`config.mk`:
```
export PLATFORM = sky130hd
export DESIGN_NAME = parity_seq_ctrl_flat
export DESIGN_NICKNAME = d
export VERILOG_FILES = /design/src/rtl/parity_seq_ctrl_pkg.sv /design/src/rtl/parity_seq_ctrl_if.sv /design/src/rtl/parity_seq_ctrl_davio.sv /design/src/rtl/parity_seq_ctrl.sv /design/src/flat_wrapper.sv
export SDC_FILE = /design/constraint.sdc
export NUM_CORES = 1
export LEC_CHECK = 0
export CELL_PAD_IN_SITES_DETAIL_PLACEMENT = 1
export CELL_PAD_IN_SITES_GLOBAL_PLACEMENT = 1
export CORE_AREA = 2 2 82 84
export DETAILED_ROUTE_END_ITERATION = 10
export DIE_AREA = 0 0 84 86
export GPL_ROUTABILITY_DRIVEN = 1
export HOLD_SLACK_MARGIN = 0.06
export PLACE_DENSITY = 0.81
export SLEW_MARGIN = 20
export SYNTH_ARGS = -nofsm -noshare
export SYNTH_HDL_FRONTEND = slang
export SYNTH_SLANG_ARGS = --single-unit
```
`constraint.sdc`:
```
create_clock -name clk -period 2.9 [get_ports clk]
set_input_delay 0.58 -clock clk [delete_from_list [all_inputs] [get_ports clk]]
set_output_delay 0.58 -clock clk [all_outputs]
set_load 0.05 [all_outputs]
```
`src/rtl/parity_seq_ctrl_pkg.sv`:
```
// Shared definitions for the parity sequencer: FSM state encoding, chunk
// width of the combinational parity core, requester tags and a helper that
// derives the number of core passes for a given word width.
package parity_seq_ctrl_pkg;

  localparam int CHUNK_W = 7;

  localparam logic TAG_A = 1'b0;
  localparam logic TAG_B = 1'b1;

  typedef enum logic [1:0] {
    IDLE = 2'd0,
    RUN  = 2'd1,
    DONE = 2'd2
  } state_t;

  // ceil(w / CHUNK_W): core passes needed for a w-bit word
  function automatic int num_chunks(input int w);
    return (w + CHUNK_W - 1) / CHUNK_W;
  endfunction

endpackage

```
`src/rtl/parity_seq_ctrl_if.sv`:
```
// Request/result bus of the parity sequencer.
//   req_*_a / req_*_b : two requester ports (valid, data, odd flag, ready)
//   res_*             : tagged result port (valid, parity, tag, ready)
// Handshake rule for every port: a transfer happens on a rising clk edge
// where valid and ready are both high; the source holds valid and its
// payload stable until that edge (a requester may withdraw valid before
// ready without anything being captured).
// master = requesters + result consumer, slave = sequencer.
interface parity_seq_ctrl_if #(
  parameter int WORD_W = 28
);
  logic              req_valid_a;
  logic [WORD_W-1:0] req_data_a;
  logic              req_odd_a;
  logic              req_ready_a;

  logic              req_valid_b;
  logic [WORD_W-1:0] req_data_b;
  logic              req_odd_b;
  logic              req_ready_b;

  logic              res_valid;
  logic              res_parity;
  logic              res_tag;
  logic              res_ready;

  modport master (
    output req_valid_a, req_data_a, req_odd_a,
    input  req_ready_a,
    output req_valid_b, req_data_b, req_odd_b,
    input  req_ready_b,
    input  res_valid, res_parity, res_tag,
    output res_ready
  );

  modport slave (
    input  req_valid_a, req_data_a, req_odd_a,
    output req_ready_a,
    input  req_valid_b, req_data_b, req_odd_b,
    output req_ready_b,
    output res_valid, res_parity, res_tag,
    input  res_ready
  );
endinterface

```
`src/rtl/parity_seq_ctrl_davio.sv`:
```
// parity_davio: 7-input combinational parity core.
//   D : 7-bit input chunk
//   F : XOR of all bits of D
// Positive-Davio expansion f = f|x=0 ^ x & (f|x=0 ^ f|x=1) collapses to
// f = f|x=0 ^ x for parity, since the two cofactors are complements.
module parity_davio (
  input  logic [6:0] D,
  output logic       F
);
  assign F = ^D;
endmodule

```
`src/rtl/parity_seq_ctrl.sv`:
```
// parity_seq_ctrl: sequencer that time-shares one 7-input parity core
// between two requesters and returns the parity of WORD_W-bit words.
//   clk       : rising-edge clock
//   rst_n     : synchronous active-low reset
//   bus       : requester A/B ports and tagged result port (slave side)
//   busy      : high whenever the FSM is not IDLE
//   dbg_state : current FSM state
// A word is captured on a request handshake, zero-padded to whole 7-bit
// chunks, and fed one chunk per cycle through the core while the chunk
// parities are XOR-accumulated. The result (inverted for odd requests) is
// held on the result port until the consumer takes it.
module parity_seq_ctrl
  import parity_seq_ctrl_pkg::*;
#(
  parameter int WORD_W = 28
) (
  input  logic               clk,
  input  logic               rst_n,
  parity_seq_ctrl_if.slave   bus,
  output logic               busy,
  output state_t             dbg_state
);

  localparam int NUM_CHUNKS = num_chunks(WORD_W);
  localparam int CNT_W      = (NUM_CHUNKS > 1) ? $clog2(NUM_CHUNKS) : 1;
  localparam int PAD_W      = NUM_CHUNKS * CHUNK_W;
  localparam logic [CNT_W-1:0] CNT_LAST = CNT_W'(NUM_CHUNKS - 1);

  state_t             state, state_next;
  logic [PAD_W-1:0]   word_q;
  logic               odd_q;
  logic               tag_q;
  logic               last_grant;
  logic [CNT_W-1:0]   cnt;
  logic               acc;
  logic               res_valid_q, res_parity_q, res_tag_q;

  logic               grant_a, grant_b;
  logic               accept;
  logic               last_chunk;
  logic [CHUNK_W-1:0] chunk;
  logic               core_out;

  // Round-robin: under contention the requester not served last wins.
  always_comb begin
    grant_a = bus.req_valid_a & (~bus.req_valid_b | (last_grant == TAG_B));
    grant_b = bus.req_valid_b & (~bus.req_valid_a | (last_grant == TAG_A));
  end

  assign bus.req_ready_a = (state == IDLE) & grant_a;
  assign bus.req_ready_b = (state == IDLE) & grant_b;
  // grant already includes valid, so a ready is a completed handshake
  assign accept          = bus.req_ready_a | bus.req_ready_b;

  assign last_chunk = (cnt == CNT_LAST);
  assign chunk      = word_q[cnt*CHUNK_W +: CHUNK_W];

  parity_davio u_core (
    .D (chunk),
    .F (core_out)
  );

  always_ff @(posedge clk) begin
    if (!rst_n) state <= IDLE;
    else        state <= state_next;
  end

  always_comb begin
    state_next = state;
    case (state)
      IDLE:    if (accept)        state_next = RUN;
      RUN:     if (last_chunk)    state_next = DONE;
      // res_valid is always high in DONE, so res_ready alone completes it
      DONE:    if (bus.res_ready) state_next = IDLE;
      default:                    state_next = IDLE;
    endcase
  end

  always_ff @(posedge clk) begin
    if (!rst_n) begin
      word_q       <= '0;
      odd_q        <= 1'b0;
      tag_q        <= TAG_A;
      last_grant   <= TAG_B;
      cnt          <= '0;
      acc          <= 1'b0;
      res_valid_q  <= 1'b0;
      res_parity_q <= 1'b0;
      res_tag_q    <= TAG_A;
    end else begin
      case (state)
        IDLE: begin
          if (accept) begin
            word_q     <= grant_a ? PAD_W'(bus.req_data_a) : PAD_W'(bus.req_data_b);
            odd_q      <= grant_a ? bus.req_odd_a : bus.req_odd_b;
            tag_q      <= grant_a ? TAG_A : TAG_B;
            last_grant <= grant_a ? TAG_A : TAG_B;
            cnt        <= '0;
            acc        <= 1'b0;
          end
        end
        RUN: begin
          acc <= acc ^ core_out;
          cnt <= last_chunk ? '0 : cnt + 1'b1;
          if (last_chunk) begin
            res_parity_q <= acc ^ core_out ^ odd_q;
            res_tag_q    <= tag_q;
            res_valid_q  <= 1'b1;
          end
        end
        DONE: begin
          if (bus.res_ready) res_valid_q <= 1'b0;
        end
        default: ;
      endcase
    end
  end

  assign bus.res_valid  = res_valid_q;
  assign bus.res_parity = res_parity_q;
  assign bus.res_tag    = res_tag_q;
  assign busy           = (state != IDLE);
  assign dbg_state      = state;

endmodule

```
`src/flat_wrapper.sv`:
```
// flat-port wrapper written by rule: the top's interface ports become plain ports
module parity_seq_ctrl_flat import parity_seq_ctrl_pkg::*;
#(
  parameter int WORD_W = 28
)
  (clk, rst_n, busy, dbg_state, bus_req_valid_a, bus_req_data_a, bus_req_odd_a, bus_req_ready_a, bus_req_valid_b, bus_req_data_b, bus_req_odd_b, bus_req_ready_b, bus_res_valid, bus_res_parity, bus_res_tag, bus_res_ready);
  parity_seq_ctrl_if #(.WORD_W(WORD_W)) bus_i ();
  input  logic clk;
  input  logic rst_n;
  output logic busy;
  output state_t dbg_state;
  input wire logic [$bits(bus_i.req_valid_a)-1:0] bus_req_valid_a;
  input wire logic [$bits(bus_i.req_data_a)-1:0] bus_req_data_a;
  input wire logic [$bits(bus_i.req_odd_a)-1:0] bus_req_odd_a;
  output wire logic [$bits(bus_i.req_ready_a)-1:0] bus_req_ready_a;
  input wire logic [$bits(bus_i.req_valid_b)-1:0] bus_req_valid_b;
  input wire logic [$bits(bus_i.req_data_b)-1:0] bus_req_data_b;
  input wire logic [$bits(bus_i.req_odd_b)-1:0] bus_req_odd_b;
  output wire logic [$bits(bus_i.req_ready_b)-1:0] bus_req_ready_b;
  output wire logic [$bits(bus_i.res_valid)-1:0] bus_res_valid;
  output wire logic [$bits(bus_i.res_parity)-1:0] bus_res_parity;
  output wire logic [$bits(bus_i.res_tag)-1:0] bus_res_tag;
  input wire logic [$bits(bus_i.res_ready)-1:0] bus_res_ready;
  assign bus_i.req_valid_a = bus_req_valid_a;
  assign bus_i.req_data_a = bus_req_data_a;
  assign bus_i.req_odd_a = bus_req_odd_a;
  assign bus_req_ready_a = bus_i.req_ready_a;
  assign bus_i.req_valid_b = bus_req_valid_b;
  assign bus_i.req_data_b = bus_req_data_b;
  assign bus_i.req_odd_b = bus_req_odd_b;
  assign bus_req_ready_b = bus_i.req_ready_b;
  assign bus_res_valid = bus_i.res_valid;
  assign bus_res_parity = bus_i.res_parity;
  assign bus_res_tag = bus_i.res_tag;
  assign bus_i.res_ready = bus_res_ready;
  parity_seq_ctrl #(.WORD_W(WORD_W)) u_core (.clk(clk), .rst_n(rst_n), .bus(bus_i), .busy(busy), .dbg_state(dbg_state));
endmodule
```
Yosys cells after proc, flatten, opt, wreduce, memory -nomap -nowiden
Cells that the tools add are included.
W data, S select, Z words.
{"block": "totals", "regBits": 39, "word_cells": 56}
{"block": "op_classes", "n_mul": 1, "addsub": 1, "eq_ne": 6, "n_bitwise": 12, "n_mux": 15, "n_reduce_logical": 10, "shifts": 1}
{"cell": "$mux W28", "count": 1}
{"cell": "$shiftx A28 B6 Y7", "count": 1}
{"cell": "$mux W2", "count": 5}
{"cell": "$reduce_xor A7 Y1", "count": 1}
{"cell": "$pmux W2 S3", "count": 1}
{"cell": "$reduce_and A2 Y1", "count": 3}
{"cell": "$reduce_and A3 Y1", "count": 2}
{"cell": "$reduce_bool A2 Y1", "count": 3}
{"cell": "$mul A2 B3 Y5 const B", "count": 1}
{"cell": "$mux W1", "count": 5}
{"cell": "$and A1 B1 Y1", "count": 4}
{"cell": "$eq A2 B2 Y1 const B", "count": 2}
{"cell": "$ne A2 B1 Y1 const B", "count": 2}
{"cell": "$pmux W1 S2", "count": 2}
{"cell": "$pmux W2 S2", "count": 1}
{"cell": "$not A1 Y1", "count": 3}
{"cell": "$or A1 B1 Y1", "count": 3}
{"cell": "$add A2 B1 Y2 const B", "count": 1}
{"cell": "$eq A2 B1 Y1 const B", "count": 1}
{"cell": "$logic_not A2 Y1", "count": 1}
{"cell": "$ne A2 B2 Y1 const B", "count": 1}
{"cell": "$xor A1 B1 Y1", "count": 2}

Depth between registers and ports, before layout
{"block": "depth", "depth_word": 7, "mapped_depth": 7}

Hierarchy
A second synthesis with hierarchy kept.
{"block": "hier_totals", "cells_unflattened": 239, "hier_area_um2": 2326.0}
{"mod": "parity_seq_ctrl", "area_per_inst_um2": 2263.4, "instances": 1, "cells_each": 235, "seq_area_each_um2": 780.7}
{"mod": "parity_davio", "area_per_inst_um2": 62.6, "instances": 1, "cells_each": 4, "seq_area_each_um2": 0.0}

Worst setup path after synthesis
Ideal clock, no wire load.
{"block": "synth_timing", "kind": "flip-flop to output port", "start": "register u_core.state[0] (netlist: u_core.dbg_state[0])", "end": "output port bus_req_ready_b", "setup_slack_ns": 0.036, "path_buffers": 0, "t_arrival_ns": 2.284, "path_stages_with_launch": 4, "required_ns": 2.320, "path_cell_list": "dfxtp_1 -> nor2_1 -> inv_1 -> a211oi_1"}
{"block": "synth_between", "elab_chain_cells": 2}
{"item": "start: declaration", "line_no": "parity_seq_ctrl.sv:29", "text": "state_t state, state_next;"}
{"item": "start signal: assignment", "line_no": "parity_seq_ctrl.sv:65", "text": "else state <= state_next;"}
{"item": "$logic_not A2 Y1", "line_no": "parity_seq_ctrl.sv:51", "text": "assign bus.req_ready_b = (state == IDLE) & grant_b;"}
{"item": "$and A1 B1 Y1", "line_no": "parity_seq_ctrl.sv:51"}
{"item": "end: declaration", "line_no": "flat_wrapper.sv:19", "text": "output wire logic [$bits(bus_i.req_ready_b)-1:0] bus_req_ready_b;"}
No other way between the ends.

Final worst setup path
{"block": "layout_timing", "start": "input port bus_req_valid_a", "end": "output port bus_req_ready_b"}
{"block": "layout_between", "elab_chain_cells": 4}
{"item": "start: declaration", "line_no": "flat_wrapper.sv:12", "text": "input wire logic [$bits(bus_i.req_valid_a)-1:0] bus_req_valid_a;"}
{"item": "$not A1 Y1", "line_no": "parity_seq_ctrl.sv:47", "text": "grant_b = bus.req_valid_b & (~bus.req_valid_a | (last_grant == TAG_A));"}
{"item": "$or A1 B1 Y1", "line_no": "parity_seq_ctrl.sv:47"}
{"item": "$and A1 B1 Y1", "line_no": "parity_seq_ctrl.sv:47"}
{"item": "$and A1 B1 Y1", "line_no": "parity_seq_ctrl.sv:51"}
No other way between the ends.

==> results.toml <==
[synth]
ys.warnings.count = 0
syn_area_sq_um = 2014
avgSynthCellArea_sq_um = 9.826
seq_area_frac_synth = 0.3876
syn-num-nets = 269
ys_top_cells_by_area = "dfxtp_1, o211a_1, mux2i_1, nand2_1, mux4_1"
synth_top_area_cell = "dfxtp_1"
synth-async-reset-ratio = 0
ys.flop_type = "dfxtp_1"
ys_types = 27
synth_seq_cells = 39
synthCells = 205
yosysMostFrequentCell = "dfxtp_1"
synth_top_area_frac = 0.3876
yosys-top-cells-count = "dfxtp_1, nand2_1, o211a_1, mux2i_1, clkbuf_1"
synth_edf_count = 0

[routing]
antenna_left = 0
num_vias = 1715
wire_per_inst_um = 13.58
drcViolationCount = 0
routed_wirelength_um = 4740
dr.pass1.iters = 4
drt_iter0_markers = 49
viasPerCell = 4.914

[clock_network]
cts_sinks = 39
root_buffer = "clkbuf_8"
cts_resized = 0
cts_post_setup_buffers_inserted = 0
cts_max_level = 2
cts_tree = "done"
clk_pin_slew_ns = 0.07
numCtsBuffers = 5
clockBufferDepth = 2
hold_buffers = 0
clk_latency_ns = 0.29

[status]
status = "complete, no violations"

[setup_path]
start_kind = "primary input"
critPathLaunch = "bus_req_valid_a"
worst-setup-path-type = "in2out"
cp_top_family = "buffers and inverters"
arrival_ns = 1.86
crit_slowest_cell = "a211oi_1"
cp_cell_sequence = "clkdlybuf4s50_1, a211oi_1, buf_12"
cp-end-kind = "primary output"
cp.required_ns = 2.32
timing.rr.start = "u_core.cnt[0]"
slowest_delay_ns = 0.57
crit_fanout = 4
crit_buf_inv = 2

[layout]
multi_input_area_sq_um = 1184
antenna_cells = 0
drive_gt1_frac = 0.05515
seqCellArea_sq_um = 780.7
fin_nets = 335
syn2layout_area_growth_pct = 44.91
num-fill-cells = 714

[timing]
finalCriticalPeriod_ns = 2.443
finalSetupViolations = 0
finalHoldViolCount = 0
fin_skew_ns = 0.003795
fin_ws_ns = 0.4568
slew_viol_final = 0
min_period_over_period = 0.8425
max_freq_mhz = 409.3
tns_ns = 0
grt_setup_unrepaired = "false"
max-slew-margin-rel = 0.6072
tightest_slew_ns = 0.5857
fin_hold_ws_ns = 0.4789

[floorplanning]
dieWidth_um = 84
die_h_um = 86
core_area_sq_um = 6277
start_util = 0.3209
die-area_sq_um = 7224
io_pins = 71
placementRows = 29

[place]
hpwl_um = 3592
io_buffers = 70
dp_slack_ns = 0.4657
gp_congestion = 0.7169

[pwr]
ir_drop_v = 0.0002566
p_leak_nw = 1.456
sw_frac_of_total = 0.2753
p_int_mw = 1.028
power_frac_comb = 0.277
switchingPower_mw = 0.3904
pwr-share-clk = 0.279
powerDensity_nw_per_um2 = 485.8
p_seq_frac = 0.444

[global_route]
grt_max_degree = 57
grt_first_pass_wirelength_um = 8017
antenna_found_initial = 0
grt_pass1_vias = 1820
groute.usage.overall = 0.1358
overflow = 0

[min_path]
hold_start = "u_core.bus.res_tag"
hp-class = "reg2reg"

[run]
maxCapViolCount = 0
==> metal layers <==
| metal | wire length [um] | GRT usage |
|---|---|---|
| met1 | 2026 | 0.1546 |
| met2 | 2440 | 0.2545 |
| met3 | 230 | 0.03272 |
| met4 | 43 | 0.03519 |
| met5 | 0 | 0 |
==> per-stage QoR <==
step	power [mW]	cells	util	cell area, sq um
floorplan	0.8761	205	-	2014
global placement	1.026	341	0.4491	2819
detailed placement	1.040	341	0.4491	2819
CTS	1.436	349	0.4650	2919
global route	1.501	349	0.4650	2919
finish	1.418	349	0.4650	2919
==> cells by family (layout without fill, tap and decap cells) <==
kind of cell	Yosys count	in the layout	share of synthesized area
mux	33	33	0.1963
buf+inv	18	85	0.03415
fa+ha+maj	1	1	0.006210
flops	39	39	0.3876
xor+xnor	16	16	0.06957
compound gates	42	42	0.1845
simple gates	56	56	0.1217
==> worst reg2reg max path, delay by kind of cell, from the launching register on <==
family | cells | cell delay [ns]
mux | 1 | 0.62
simple gates | 2 | 0.59
xor+xnor | 3 | 0.53
flops | 1 | 0.50
==> area by class of cell <==
| type | count | share of cell area |
|---|---|---|
| Multi-Input combinational cell | 148 | 0.4055 |
| Sequential cell | 39 | 0.2675 |
| Timing Repair Buffer | 73 | 0.2546 |
| Clock buffer | 8 | 0.03429 |
| Tap cell | 77 | 0.03300 |
| Inverter | 4 | 0.005144 |
==> power groups by stage <==
stage | clock, mW | combinational (mW) | sequential (mW)
5_1_grt | 0.431 | 0.434 | 0.636
3_5_place_dp | 0 | 0.398 | 0.642
6_report | 0.396 | 0.392 | 0.630
4_1_cts | 0.407 | 0.399 | 0.630
2_1_floorplan | 0 | 0.241 | 0.635
3_3_place_gp | 0 | 0.387 | 0.639
==> flip-flops by register name, indices dropped and copies added (netlist names) <==
signal and flops:
u_core.bus.res_valid 1, u_core.bus.res_parity 1, u_core.tag_q 1, u_core.dbg_state 2
u_core.acc 1, u_core.bus.res_tag 1, u_core.last_grant 1, u_core.word_q 28
u_core.odd_q 1, u_core.cnt 2
==> cells in the final DEF (no fill, tap or decap), types with 2 or more instances in the layout <==
master and n:
clkdlybuf4s50_1 68, dfxtp_1 39, nand2_1 36, o211a_1 30, mux2i_1 29, xnor2_1 8
xor2_1 8, clkbuf_8 7, o21ai_0 5, nand3_1 5, nor2_1 4, inv_1 4
mux4_1 4, and2_1 3, a21boi_0 3, buf_4 3, nor2b_1 2, buf_12 2
==> worst paths after layout <==
check / slack (ns) / endpoint / cells after the start
setup reg to reg: 0.60 / u_core.bus.res_parity / 6
hold reg to reg: 0.48 / u_core.bus.res_tag / 2
setup / recovery: 0.46 / bus_req_ready_b / 3
hold / removal: 0.48 / u_core.bus.res_tag / 2
(Power assumes the default switching activity.)
